==> src/rtl/bp_lce_to_io_link.sv <==
`default_nettype none
// ============================================================================
//  Module   : bp_lce_to_io_link
//  Purpose  : Converts uncached LCE requests into I/O link commands. It tracks
//             in-flight requests in order, so each I/O response is returned to
//             its requesting LCE as a store-done or uncached-data command.
//  Option   : BP_LCE_TO_IO_LINK_CHECK_EN enables the sticky protocol checker
//             on error_o. Without it, error_o is tied to 0.
//  Revision : 1.0  initial release
// ----------------------------------------------------------------------------
//  Message layouts (MSB first):
//    lce_req : msg_type[3] src_id[L] addr[P] size[3] data[64]
//    mem msg : msg_type[4] addr[P] size[3] payload[16] data[64]
//    lce_cmd : msg_type[4] dst_id[L] addr[P] size[3] data[64]
//    L = 4 LCE id bits; P = 40 paddr bits (e_bp_inv_cfg) or 56 otherwise
// ============================================================================
module bp_lce_to_io_link #(
    localparam int e_bp_default_cfg = 0,
    localparam int e_bp_inv_cfg     = 1,
    parameter int  bp_params_p       = e_bp_inv_cfg,
    parameter int  outstanding_els_p = 4,
    localparam int paddr_width_lp    = (bp_params_p == e_bp_inv_cfg) ? 40 : 56,
    localparam int lce_id_width_lp   = 4,
    localparam int data_width_lp     = 64,
    localparam int payload_width_lp  = 16,
    localparam int lce_cce_block_req_width_lp = 3 + lce_id_width_lp + paddr_width_lp + 3 + data_width_lp,
    localparam int cce_mem_msg_width_lp       = 4 + paddr_width_lp + 3 + payload_width_lp + data_width_lp,
    localparam int lce_cmd_width_lp           = 4 + lce_id_width_lp + paddr_width_lp + 3 + data_width_lp
) (
    input  logic                                  clk_i,
    input  logic                                  reset_i,

    input  logic [lce_cce_block_req_width_lp-1:0] lce_req_i,
    input  logic                                  lce_req_v_i,
    output logic                                  lce_req_yumi_o,

    output logic [cce_mem_msg_width_lp-1:0]       io_cmd_o,
    output logic                                  io_cmd_v_o,
    input  logic                                  io_cmd_ready_i,

    input  logic [cce_mem_msg_width_lp-1:0]       io_resp_i,
    input  logic                                  io_resp_v_i,
    output logic                                  io_resp_yumi_o,

    output logic [lce_cmd_width_lp-1:0]           lce_cmd_o,
    output logic                                  lce_cmd_v_o,
    input  logic                                  lce_cmd_ready_i,

    output logic                                  error_o
);

    localparam int ptr_width_lp = $clog2(outstanding_els_p);
    localparam int cnt_width_lp = ptr_width_lp + 1;
    localparam logic [cnt_width_lp-1:0] full_count_lp = cnt_width_lp'(outstanding_els_p);

    localparam logic [2:0] lce_req_uc_rd_lp  = 3'd2;
    localparam logic [2:0] lce_req_uc_wr_lp  = 3'd3;
    localparam logic [3:0] mem_uc_rd_lp      = 4'd2;
    localparam logic [3:0] mem_uc_wr_lp      = 4'd3;
    localparam logic [3:0] cmd_uc_st_done_lp = 4'd7;
    localparam logic [3:0] cmd_uc_data_lp    = 4'd9;

    typedef struct packed {
        logic [2:0]                 msg_type;
        logic [lce_id_width_lp-1:0] src_id;
        logic [paddr_width_lp-1:0]  addr;
        logic [2:0]                 size;
        logic [data_width_lp-1:0]   data;
    } lce_req_s;

    typedef struct packed {
        logic [3:0]                  msg_type;
        logic [paddr_width_lp-1:0]   addr;
        logic [2:0]                  size;
        logic [payload_width_lp-1:0] payload;
        logic [data_width_lp-1:0]    data;
    } mem_msg_s;

    typedef struct packed {
        logic [3:0]                 msg_type;
        logic [lce_id_width_lp-1:0] dst_id;
        logic [paddr_width_lp-1:0]  addr;
        logic [2:0]                 size;
        logic [data_width_lp-1:0]   data;
    } lce_cmd_s;

    lce_req_s req;
    mem_msg_s resp;
    mem_msg_s io_cmd_r, io_cmd_n;
    lce_cmd_s lce_cmd_r, lce_cmd_n;
    logic     io_cmd_v_r, lce_cmd_v_r;

    assign req  = lce_req_i;
    assign resp = io_resp_i;

    // Tracker: in-order record of requests awaiting a response
    logic [lce_id_width_lp-1:0] trk_src  [outstanding_els_p];
    logic                       trk_wr   [outstanding_els_p];
    logic [paddr_width_lp-1:0]  trk_addr [outstanding_els_p];
    logic [2:0]                 trk_size [outstanding_els_p];
    logic [ptr_width_lp-1:0]    wptr, rptr;
    logic [cnt_width_lp-1:0]    count;

    logic trk_full, trk_empty;
    logic is_uc, req_wr, push, pop, drop;
    logic io_cmd_free, lce_cmd_free;

    assign trk_full  = (count == full_count_lp);
    assign trk_empty = (count == '0);

    assign is_uc  = (req.msg_type == lce_req_uc_rd_lp) || (req.msg_type == lce_req_uc_wr_lp);
    assign req_wr = (req.msg_type == lce_req_uc_wr_lp);

    // A held command may be replaced in the same cycle it is handed off
    assign io_cmd_free  = ~io_cmd_v_r  | io_cmd_ready_i;
    assign lce_cmd_free = ~lce_cmd_v_r | lce_cmd_ready_i;

    // Occupancy is taken from the registered count only, so a pop never frees
    // room for a push in the same cycle and a push is never popped same-cycle.
    assign lce_req_yumi_o = ~reset_i & lce_req_v_i & io_cmd_free & ~trk_full;
    assign io_resp_yumi_o = ~reset_i & io_resp_v_i & ~trk_empty & lce_cmd_free;

    assign push = lce_req_yumi_o & is_uc;
    assign drop = lce_req_yumi_o & ~is_uc;
    assign pop  = io_resp_yumi_o;

    logic [lce_id_width_lp-1:0] head_src;
    logic                       head_wr;
    logic [paddr_width_lp-1:0]  head_addr;
    logic [2:0]                 head_size;

    assign head_src  = trk_src[rptr];
    assign head_wr   = trk_wr[rptr];
    assign head_addr = trk_addr[rptr];
    assign head_size = trk_size[rptr];

    // Tracker pointers and occupancy
    always_ff @(posedge clk_i or posedge reset_i) begin
        if (reset_i) begin
            wptr  <= '0;
            rptr  <= '0;
            count <= '0;
        end else begin
            if (push) wptr <= wptr + 1'b1;
            if (pop)  rptr <= rptr + 1'b1;
            case ({push, pop})
                2'b10:   count <= count + 1'b1;
                2'b01:   count <= count - 1'b1;
                default: count <= count;
            endcase
        end
    end

    // Tracker storage; contents are qualified by the pointers, so no reset
    always_ff @(posedge clk_i) begin
        if (push) begin
            trk_src[wptr]  <= req.src_id;
            trk_wr[wptr]   <= req_wr;
            trk_addr[wptr] <= req.addr;
            trk_size[wptr] <= req.size;
        end
    end

    // Next I/O command built from the accepted request
    always_comb begin
        io_cmd_n          = '0;
        io_cmd_n.msg_type = req_wr ? mem_uc_wr_lp : mem_uc_rd_lp;
        io_cmd_n.addr     = req.addr;
        io_cmd_n.size     = req.size;
        io_cmd_n.data     = req.data;
    end

    // I/O command holding register
    always_ff @(posedge clk_i or posedge reset_i) begin
        if (reset_i) begin
            io_cmd_v_r <= 1'b0;
            io_cmd_r   <= '0;
        end else if (push) begin
            io_cmd_v_r <= 1'b1;
            io_cmd_r   <= io_cmd_n;
        end else if (io_cmd_ready_i) begin
            io_cmd_v_r <= 1'b0;
        end
    end

    // Next LCE command built from the response and the tracker head
    always_comb begin
        lce_cmd_n          = '0;
        lce_cmd_n.msg_type = head_wr ? cmd_uc_st_done_lp : cmd_uc_data_lp;
        lce_cmd_n.dst_id   = head_src;
        lce_cmd_n.addr     = resp.addr;
        lce_cmd_n.size     = resp.size;
        lce_cmd_n.data     = resp.data;
    end

    // LCE command holding register
    always_ff @(posedge clk_i or posedge reset_i) begin
        if (reset_i) begin
            lce_cmd_v_r <= 1'b0;
            lce_cmd_r   <= '0;
        end else if (pop) begin
            lce_cmd_v_r <= 1'b1;
            lce_cmd_r   <= lce_cmd_n;
        end else if (lce_cmd_ready_i) begin
            lce_cmd_v_r <= 1'b0;
        end
    end

    assign io_cmd_o    = io_cmd_r;
    assign io_cmd_v_o  = io_cmd_v_r;
    assign lce_cmd_o   = lce_cmd_r;
    assign lce_cmd_v_o = lce_cmd_v_r;

`ifdef BP_LCE_TO_IO_LINK_CHECK_EN
    logic       error_r;
    logic       err_event;
    logic [3:0] head_mem_type;

    assign head_mem_type = head_wr ? mem_uc_wr_lp : mem_uc_rd_lp;
    assign err_event = (io_resp_v_i & trk_empty)
                     | (pop & (resp.addr != head_addr))
                     | (pop & (resp.msg_type != head_mem_type))
                     | drop;

    // Sticky protocol-error flag
    always_ff @(posedge clk_i or posedge reset_i) begin
        if (reset_i)        error_r <= 1'b0;
        else if (err_event) error_r <= 1'b1;
    end

    assign error_o = error_r;

    logic unused_bits;
    assign unused_bits = ^{resp.payload, head_size};
`else
    assign error_o = 1'b0;

    logic unused_bits;
    assign unused_bits = ^{resp.msg_type, resp.payload, head_addr, head_size, drop};
`endif

endmodule
`default_nettype wire

==> config.mk <==
export PLATFORM = sky130hd
export DESIGN_NAME = bp_lce_to_io_link
export DESIGN_NICKNAME = d
export VERILOG_FILES = /design/src/rtl/bp_lce_to_io_link.sv
export SDC_FILE = /design/constraint.sdc
export NUM_CORES = 1
export LEC_CHECK = 0
export BUFFER_PORTS_ARGS = -buffer_cell sky130_fd_sc_hd__buf_4
export CELL_PAD_IN_SITES_DETAIL_PLACEMENT = 1
export CELL_PAD_IN_SITES_GLOBAL_PLACEMENT = 2
export CORE_AREA = 2 2 190 192
export CTS_BUF_LIST = sky130_fd_sc_hd__clkbuf_8
export CTS_CLUSTER_DIAMETER = 30
export DETAILED_ROUTE_END_ITERATION = 16
export DIE_AREA = 0 0 192 194
export HOLD_SLACK_MARGIN = 0.1
export PLACE_DENSITY = 0.79
export SLEW_MARGIN = 20
export SYNTH_ARGS = -nofsm -noshare
export SYNTH_HDL_FRONTEND = slang
export SYNTH_SLANG_ARGS = --single-unit
==> constraint.sdc <==
create_clock -name clk_i -period 21.9 [get_ports clk_i]
set_input_delay 2.19 -clock clk_i [delete_from_list [all_inputs] [get_ports clk_i]]
set_output_delay 2.19 -clock clk_i [all_outputs]
set_load 0.05 [all_outputs]
==> out/qor.txt <==
Status = complete, no violations
Simple-gate share of the synthesized area = 0.0158
Die Height = 194 um
Via Count = 6746
Fmax = 0.167 GHz
Gpl congestion = 0.713
CP dominant cell by count = buf_4
Site Rows = 69
Final Cycle Share = 0.274
Fillers = 3690
CP Launch Point = reset_i
All-Layer GR Usage = 0.151
VDD IR-drop max = 0.101 mV
Distinct cells, synth = 30
Core Area = 0.0352 mm^2
Share of cells above drive strength 1 = 0.710
Syn Std Cell Area = 0.00981 mm^2
Vias/cell = 4.25
Worst path bufs/invs = 2
First-pass GRT wire length = 43300 um
Nets@finish = 1325
RSZ-0062 raised after global routing = no
Hold Buf Count CTS = 0
Pwr Density = 176 mW/mm^2
WL/cell = 18.0 um
Worst r2r dst = io_cmd_o[83]
Setup crit end = io_resp_yumi_o
Post-synthesis mux area share = 0.279
Largest net degree at the start of global routing = 109
Setup Fix Bufs, Post-CTS = 0
Ys Warns = 0
CTS tree = yes
CP max-delay cell = and3_4
CTS resizes = 0
Setup TNS = 0 ps
Post-layout min period = 6000 ps
Crit end category = output port
Slew @ Worst Pin = 1020 ps
Worst path required time = 19710 ps
Post-Synth XOR/XNOR Area = 0.00536
Fin. max-slew vios = 0
Final WL = 28600 um
Crit-path cells = buf_4 -> nor2b_1 -> and3_4 -> buf_4
Register area share after synthesis = 0.653
Area fraction in compound gates after synthesis = 0.00128
R2R cell count = 5
Cell family with most CP delay = simple AND/OR/NAND/NOR gates
Worst-path fanout max = 46
Rel. slew slack = 0.319
ANT nets after route = 0
Clock Latency Late Sink = 590 ps
Slowest stage delay, CP = 780 ps
Fin Hold WS = 471 ps
IO Pins = 494
IO Port Bufs = 454
First-pass DRT Iterations = 4
Final setup viols = 0
Static leakage = 7.22 nW
Maximum root-to-sink buffer count = 3
Starting Density = 0.278
Final hold vios = 0
Final worst slack = 15900 ps
Worst-path clk slew = 40 ps
DRC violations left = 0
# diodes = 0
Vias in the first global route = 7677
WP data arrival = 3810 ps
Max-cap violations = 0
Mean post-synth cell area = 17.1 um^2
Place WS = 15850 ps
Clock sinks = 252
Initial antenna violation count = 0
Root Buffer Master = clkbuf_8
CTS Buf Count = 68
Die width = 192 um
H-Tree Depth = 3
R2R Path Start = count[2]
Grt ovf = 0
Post-Synth Adder-Cell Area = 0.00842
Main combinational cell family by area after synthesis = multiplexers
Area delta synth->final = 54.5%
Skew final = 25.7 ps
Die area = 0.0372 mm^2
Gate Count Post-Synth = 573
Seq cells post-synth = 252
Hold WC Path Type = reg -> reg
Worst Path Class, Setup = in -> out
Initial DRC count = 118
Levels on crit path = 4
FF-to-FF setup slack = 19030 ps
Post-DP HPWL = 20600 um
CP startpoint kind = input pin
sequential cells by signal, summed over array words and instances, names as in the netlist:
register	flops
count	3
io_cmd_o	109
io_cmd_v_o	1
lce_cmd_o	114
lce_cmd_v_o	1
rptr	2
trk_src	16
trk_wr	4
wptr	2
how the worst min path moves through the flow:
stage          depth (start not counted)      startpoint              to  slack (ps)
2_1_floorplan                          1        count[2]        count[2]         460
3_3_place_gp                           1  lce_cmd_o[111]  lce_cmd_o[111]         460
3_5_place_dp                           1   io_cmd_o[124]   io_cmd_o[124]         460
4_1_cts                                1  lce_cmd_o[111]  lce_cmd_o[111]         470
5_1_grt                                1  lce_cmd_o[111]  lce_cmd_o[111]         500
6_report                               1  lce_cmd_o[111]  lce_cmd_o[111]         470
kinds of logic after synthesis:
kind of cell / count (synthesis)
other: 1
AND/OR/NAND/NOR: 24
AO/OA/AOI/OAI: 2
buffers and inverters: 56
XOR/XNOR: 6
flip-flops: 252
multiplexers: 226
adder cells (fa/ha/maj): 6
per-stage QoR:
| step | instances | area [um^2] | util | total power, mW |
|---|---|---|---|---|
| after floorplan | 591 | 9870 | - | 1.59 |
| final | 1587 | 15100 | 0.430 | 2.66 |
| after detailed placement | 1463 | 13600 | 0.386 | 2.00 |
| after CTS | 1587 | 15100 | 0.430 | 2.70 |
| after global placement | 1463 | 13600 | 0.386 | 1.98 |
| after global routing | 1587 | 15100 | 0.430 | 2.79 |
routing by layer:
metal | GRT usage | vias up | share of wire
met5 | 0 | - | 0
met4 | 0.0614 | 0 | 0.030
met3 | 0.0809 | 71 | 0.13
met2 | 0.255 | 365 | 0.49
met1 | 0.157 | 3324 | 0.35
li1 | - | 2986 | -
report_power, final:
part / internal, mW / switching [mW] / leakage (nW) / total [mW]
Combinational: 0.411 / 0.812 / 3.44 / 1.22
Sequential: 0.650 / 0.107 / 2.92 / 0.757
Clock: 0.444 / 0.239 / 0.858 / 0.683
Total: 1.51 / 1.16 / 7.22 / 2.66
cell usage after synthesis:
cell | instances | area, um^2
nand2b_1 | 2 | 12.5
and3_4 | 1 | 11.3
buf_1 | 1 | 3.75
conb_1 | 1 | 3.75
o21a_1 | 1 | 7.51
and2_1 | 5 | 31.3
buf_4 | 23 | 173
nand2_1 | 2 | 7.51
inv_1 | 8 | 30.0
mux2_2 | 185 | 2080
mux2_4 | 35 | 526
mux2i_1 | 1 | 10.0
or3_4 | 1 | 11.3
xor2_1 | 3 | 26.3
nor2_1 | 2 | 7.51
o21ai_0 | 1 | 5.00
nor4bb_1 | 1 | 10.0
or2_2 | 3 | 18.8
buf_6 | 6 | 67.6
mux4_2 | 5 | 113
clkbuf_1 | 1 | 3.75
nor2b_1 | 4 | 25.0
ha_1 | 5 | 62.6
xnor2_1 | 3 | 26.3
fa_1 | 1 | 20.0
buf_2 | 17 | 85.1
nor3b_1 | 1 | 7.51
nand4_1 | 2 | 12.5
dfrtp_1 | 232 | 5810
edfxtp_1 | 20 | 601
cell type report:
cell class | instances | area (um^2) | area share
Clock buffer | 85 | 1170 | 0.0772
Clock inverter | 39 | 390 | 0.0258
Inverter | 8 | 37.5 | 0.00248
Multi-Input combinational cell | 283 | 3120 | 0.206
Sequential cell | 252 | 6410 | 0.423
Tap cell | 461 | 577 | 0.0381
Timing Repair Buffer | 459 | 3450 | 0.227
cell usage in the layout, fill, tap and decap left out, drive strengths merged, types with 8 or more instances in the layout:
cell / count
edfxtp: 20
mux2: 220
dfrtp: 232
inv: 26
buf: 459
conb: 19
clkinv: 10
bufinv: 8
clkbuf: 85
Power figures use the tool's default switching activity.
